File: src/rtl/instr_fetch_unit.sv
// Instruction fetch: PC register, combinational ROM read, 2-entry
// {pc,instr} buffer to decode, halt on zero word, redirect with flush.
// Ports: clk, rst_n, rom_addr/rom_data, redirect_valid/redirect_pc,
//        out_valid/out_ready/out_instr/out_pc, halted, misaligned_err.
module instr_fetch_unit #(
  parameter int ADDR_WIDTH = 8,
  parameter int DATA_WIDTH = 32,
  parameter logic [ADDR_WIDTH-1:0] RESET_PC = '0
) (
  input  logic                  clk,
  input  logic                  rst_n,
  output logic [ADDR_WIDTH-1:0] rom_addr,
  input  logic [DATA_WIDTH-1:0] rom_data,
  input  logic                  redirect_valid,
  input  logic [ADDR_WIDTH-1:0] redirect_pc,
  output logic                  out_valid,
  input  logic                  out_ready,
  output logic [DATA_WIDTH-1:0] out_instr,
  output logic [ADDR_WIDTH-1:0] out_pc,
  output logic                  halted,
  output logic                  misaligned_err
);

  typedef enum logic {
    RUN  = 1'b0,
    HALT = 1'b1
  } state_t;

  state_t                r_state;
  logic [ADDR_WIDTH-1:0] r_pc;
  logic [1:0]            r_count;
  logic [ADDR_WIDTH-1:0] r_epc0;
  logic [ADDR_WIDTH-1:0] r_epc1;
  logic [DATA_WIDTH-1:0] r_ein0;
  logic [DATA_WIDTH-1:0] r_ein1;
  logic                  r_mis;

  logic w_pop;
  logic w_push;

  assign w_pop  = out_valid & out_ready;
  assign w_push = (r_state == RUN)
                & ((r_count < 2'd2) | w_pop)
                & ~redirect_valid;

  // Entry 0 is always the head; a pop shifts entry 1 down.
  always_ff @(posedge clk or negedge rst_n) begin
    if (!rst_n) begin
      r_state <= RUN;
      r_pc    <= RESET_PC;
      r_count <= 2'd0;
      r_epc0  <= '0;
      r_epc1  <= '0;
      r_ein0  <= '0;
      r_ein1  <= '0;
      r_mis   <= 1'b0;
    end else begin
      r_mis <= redirect_valid & (redirect_pc[1:0] != 2'b00);
      if (redirect_valid) begin
        r_count <= 2'd0;
        r_pc    <= {redirect_pc[ADDR_WIDTH-1:2], 2'b00};
        r_state <= RUN;
      end else begin
        if (w_push) begin
          r_pc <= r_pc + ADDR_WIDTH'(4);
          if (rom_data == '0) r_state <= HALT;
        end
        unique case ({w_push, w_pop})
          2'b10: begin
            if (r_count == 2'd0) begin
              r_epc0 <= r_pc;
              r_ein0 <= rom_data;
            end else begin
              r_epc1 <= r_pc;
              r_ein1 <= rom_data;
            end
            r_count <= r_count + 2'd1;
          end
          2'b01: begin
            r_epc0  <= r_epc1;
            r_ein0  <= r_ein1;
            r_count <= r_count - 2'd1;
          end
          2'b11: begin
            if (r_count == 2'd2) begin
              r_epc0 <= r_epc1;
              r_ein0 <= r_ein1;
              r_epc1 <= r_pc;
              r_ein1 <= rom_data;
            end else begin
              r_epc0 <= r_pc;
              r_ein0 <= rom_data;
            end
          end
          default: ;
        endcase
      end
    end
  end

  assign rom_addr       = r_pc;
  assign out_valid      = (r_count != 2'd0);
  assign out_instr      = r_ein0;
  assign out_pc         = r_epc0;
  assign halted         = (r_state == HALT);
  assign misaligned_err = r_mis;

endmodule

File: config.mk
export PLATFORM = sky130hd
export DESIGN_NAME = instr_fetch_unit
export DESIGN_NICKNAME = d
export VERILOG_FILES = /design/src/rtl/instr_fetch_unit.sv
export SDC_FILE = /design/constraint.sdc
export NUM_CORES = 1
export LEC_CHECK = 0
export BUFFER_PORTS_ARGS = -buffer_cell sky130_fd_sc_hd__buf_2
export CAP_MARGIN = 15
export CORE_MARGIN = 2
export CORE_UTILIZATION = 40
export DETAILED_ROUTE_END_ITERATION = 7
export PLACE_DENSITY_LB_ADDON = 0.2
export SYNTH_ARGS = -nofsm -noshare
export SYNTH_HDL_FRONTEND = slang
export SYNTH_SLANG_ARGS = --single-unit
File: constraint.sdc
create_clock -name clk -period 2.11 [get_ports clk]
set_clock_uncertainty 0.05 [all_clocks]
set_input_delay 0.1055 -clock clk [delete_from_list [all_inputs] [get_ports clk]]
set_output_delay 0.1055 -clock clk [all_outputs]
set_load 0.02 [all_outputs]
==> impl_metrics.toml <==
[cts]
cts_buffer_depth = 2
insertion_delay_ns = 0.35
cts-resized-gates = 0
clk_pin_slew_ns = 0.09
root_buffer = "clkbuf_8"
htreeDepth = 3
cts_tree = "built"
cts_sinks = 87
cts_buffers = 9

[worst_setup_path]
rr_worst_depth = 5
cp_top_family = "simple AND/OR/NAND/NOR gates"
r2r-end = "out_instr[24]"
critPathMaxStageDelay_ns = 0.48
worstPathMaxFanout = 50
worstReg2RegStart = "r_count[1]"
critPathCaptureType = "register"
start_kind = "register"
crit_buf_inv = 1
cp_slowest_cell = "dfrtp_1"
rrSetupSlack_ns = 0.21
required_ns = 2.34
crit_type = "reg -> reg"
worstPathArrival_ns = 2.12
crit_path_cell_trace = "or3_4 -> a21oi_4 -> buf_12 -> nor2_1 -> a21oi_2"

[yosys]
synth.distinct_cells = 34
ys_ff_latch = 87
netlist.area_leader.share = 0.5370
synth_area_leaders = "dfrtp_1 54%, mux2i_1 10%, mux2_4 7.4%, mux2_2 5.0%, a21oi_2 4.1%"
synth_top_area_cell = "dfrtp_1"
syn_area_mm2 = 0.004054
avgSynthCellArea_um2 = 12.40
ys_seq_area_frac = 0.5370
yosys_warnings = 0
synth_cells = 327

[route]
drc_errors = 0
drtIter0Drc = 73
wl_per_cell_um = 14.94
drtPass1Iterations = 4
viasPerCell = 4.775
wl_um = 8902
vias = 2846
final_antenna_net_count = 0

[hold_path]
hold_path_depth = 4
min_to = "r_count[1]"
hold_class = "in -> reg"
min_from = "out_ready"

[flow_run]
max-cap-violations = 0

[floorplanning]
start_util = 0.4128
dieArea_mm2 = 0.01096
die-width_um = 104.7
ioPinCount = 95
die_h_um = 104.7
core-area_mm2 = 0.009819
rows = 36

[timing]
fmax_ghz = 0.5276
fin_ws_ns = 0.2146
setup_viol = 0
finalCritPeriodShare = 0.8983
hold_viol = 0
fin_tns_setup_ns = 0
final-max-slew-violation-count = 0
min_period_ns = 1.895
rsz0062_at_grt = "false"

[power]
p_clk_frac = 0.247
finalPower_mw = 5.232
p_switching_mw = 1.674
ir_drop_v = 0.0003994
combPwrFrac = 0.294
power_frac_seq = 0.459
power_density_mw_per_mm2 = 996.5
netSwitchingFraction = 0.3200
p_leak_nw = 2.362
intPower_mw = 3.558

[place]
post-place-ws_ns = 0.2320
port-buffer-count = 92
dpl.hpwl_um = 5945
finalWeightedCongestion = 0.7358

[finish]
layout_common_cells = "91 x buf_2, 87 x dfrtp_1, 42 x nor2_1"
antennaDiodeCount = 0
final_nets = 503
layout_commonest_cell = "buf_2"
areaGrowthSynthToFinish_pct = 29.51
drive_above_1_share = 0.3866

[grt]
grt_pass1_wl_um = 14890
antenna_found_initial = 0
grt.overflow.total = 0
gr-usage-all-layers = 0.1717
grt_pass1_vias = 2884
grt_max_degree = 57

[run_status]
outcome = "completed"
cells in the mapped netlist:
| master | n |
|---|---|
| o21ai_0 | 7 |
| nand3b_1 | 1 |
| mux2i_1 | 41 |
| xnor2_1 | 5 |
| nor2b_1 | 2 |
| dfrtp_1 | 87 |
| mux2_4 | 20 |
| o21ai_1 | 1 |
| or2_2 | 1 |
| nand4_1 | 1 |
| mux2_2 | 18 |
| conb_1 | 1 |
| o21ai_2 | 1 |
| nor4b_1 | 1 |
| o32ai_1 | 1 |
| clkbuf_1 | 2 |
| buf_4 | 6 |
| or3_4 | 1 |
| nand2_1 | 13 |
| a21oi_2 | 19 |
| nand3_1 | 2 |
| ha_1 | 1 |
| inv_1 | 1 |
| nor4_1 | 8 |
| a21oi_4 | 1 |
| nor3b_1 | 1 |
| nor3_1 | 3 |
| a21oi_1 | 22 |
| nand2b_1 | 1 |
| buf_6 | 9 |
| nor2_1 | 42 |
| buf_8 | 1 |
| buf_2 | 5 |
| o21a_1 | 1 |
worst max-delay path by stage:
stage                     from            end  slack (ns)  cells past startpoint
floorplan           r_count[1]  out_instr[15]        0.50                      6
global placement    r_count[1]      out_pc[5]        0.31                      5
detailed placement  r_count[1]  out_instr[25]        0.23                      5
CTS                 r_count[1]  out_instr[25]        0.21                      5
global route        r_count[1]   out_instr[1]        0.09                      5
finish              r_count[1]  out_instr[24]        0.21                      5
flip-flops by register name, indices dropped and copies added, names as in the netlist:
signal and cells:
halted 1, out_instr 32, misaligned_err 1, rom_addr 6, r_count 2, out_pc 7
r_ein1 32, r_epc1 6
through the flow:
step | util | hold slack, ns | cell area, um^2 | std cells
6_report | 0.5347 | 0.1036 | 5250 | 596
5_1_grt | 0.5347 | 0.1370 | 5250 | 596
4_1_cts | 0.5347 | 0.07924 | 5250 | 596
3_5_place_dp | 0.4706 | 0.03297 | 4621 | 539
3_3_place_gp | 0.4706 | 0.03159 | 4621 | 539
2_1_floorplan | - | -0.2401 | 4058 | 328
power by group through the flow:
stage / clock network (mW) / registers (mW) / logic (mW)
finish: 1.29 / 2.40 / 1.54
global route: 1.40 / 2.47 / 1.67
CTS: 1.34 / 2.40 / 1.56
detailed placement: 0 / 2.44 / 1.50
global placement: 0 / 2.42 / 1.47
floorplan: 0 / 2.63 / 0.835
routing by layer:
metal,global-route usage,up-vias,share of wire
met3,0.03556,7,0.034
met4,0.05429,0,0.0090
met5,0,-,0
met1,0.2348,1373,0.48
li1,-,1409,-
met2,0.2750,57,0.47
cells by family (layout without fill, tap and decap cells):
| family | after synthesis | after routing | share of synthesized area |
|---|---|---|---|
| AO/OA/AOI/OAI | 53 | 53 | 0.08827 |
| XOR/XNOR | 5 | 5 | 0.01080 |
| adder cells (fa/ha/maj) | 1 | 1 | 0.003086 |
| buffers and inverters | 24 | 159 | 0.04876 |
| flip-flops | 87 | 87 | 0.5370 |
| multiplexers | 79 | 79 | 0.2253 |
| other | 1 | 2 | 0.0009250 |
| AND/OR/NAND/NOR | 77 | 77 | 0.08581 |
cell type report:
type	count	area (um^2)
multi-input cells	217	1693
fillers	912	4569
repair buffers	142	991.0
clock inverters	7	95.09
flip-flops and latches	87	2177
well taps	133	166.4
inverters	1	3.754
clock buffers	9	123.9
worst reg2reg max path, cell delays in order (launching register included):
cell     delay [ns]
dfrtp_1        0.48
or3_4          0.43
a21oi_4        0.35
buf_12         0.30
nor2_1         0.11
a21oi_2        0.10
what timing repair did:
| item | in CTS | in global routing |
|---|---|---|
| hold buffers | 41 | 0 |
| endpoints found under the setup margin | 0 | 0 |
| setup buffers | 0 | 0 |
| endpoints found under the hold margin | 70 | 0 |
Power figures use the tool's default switching activity.
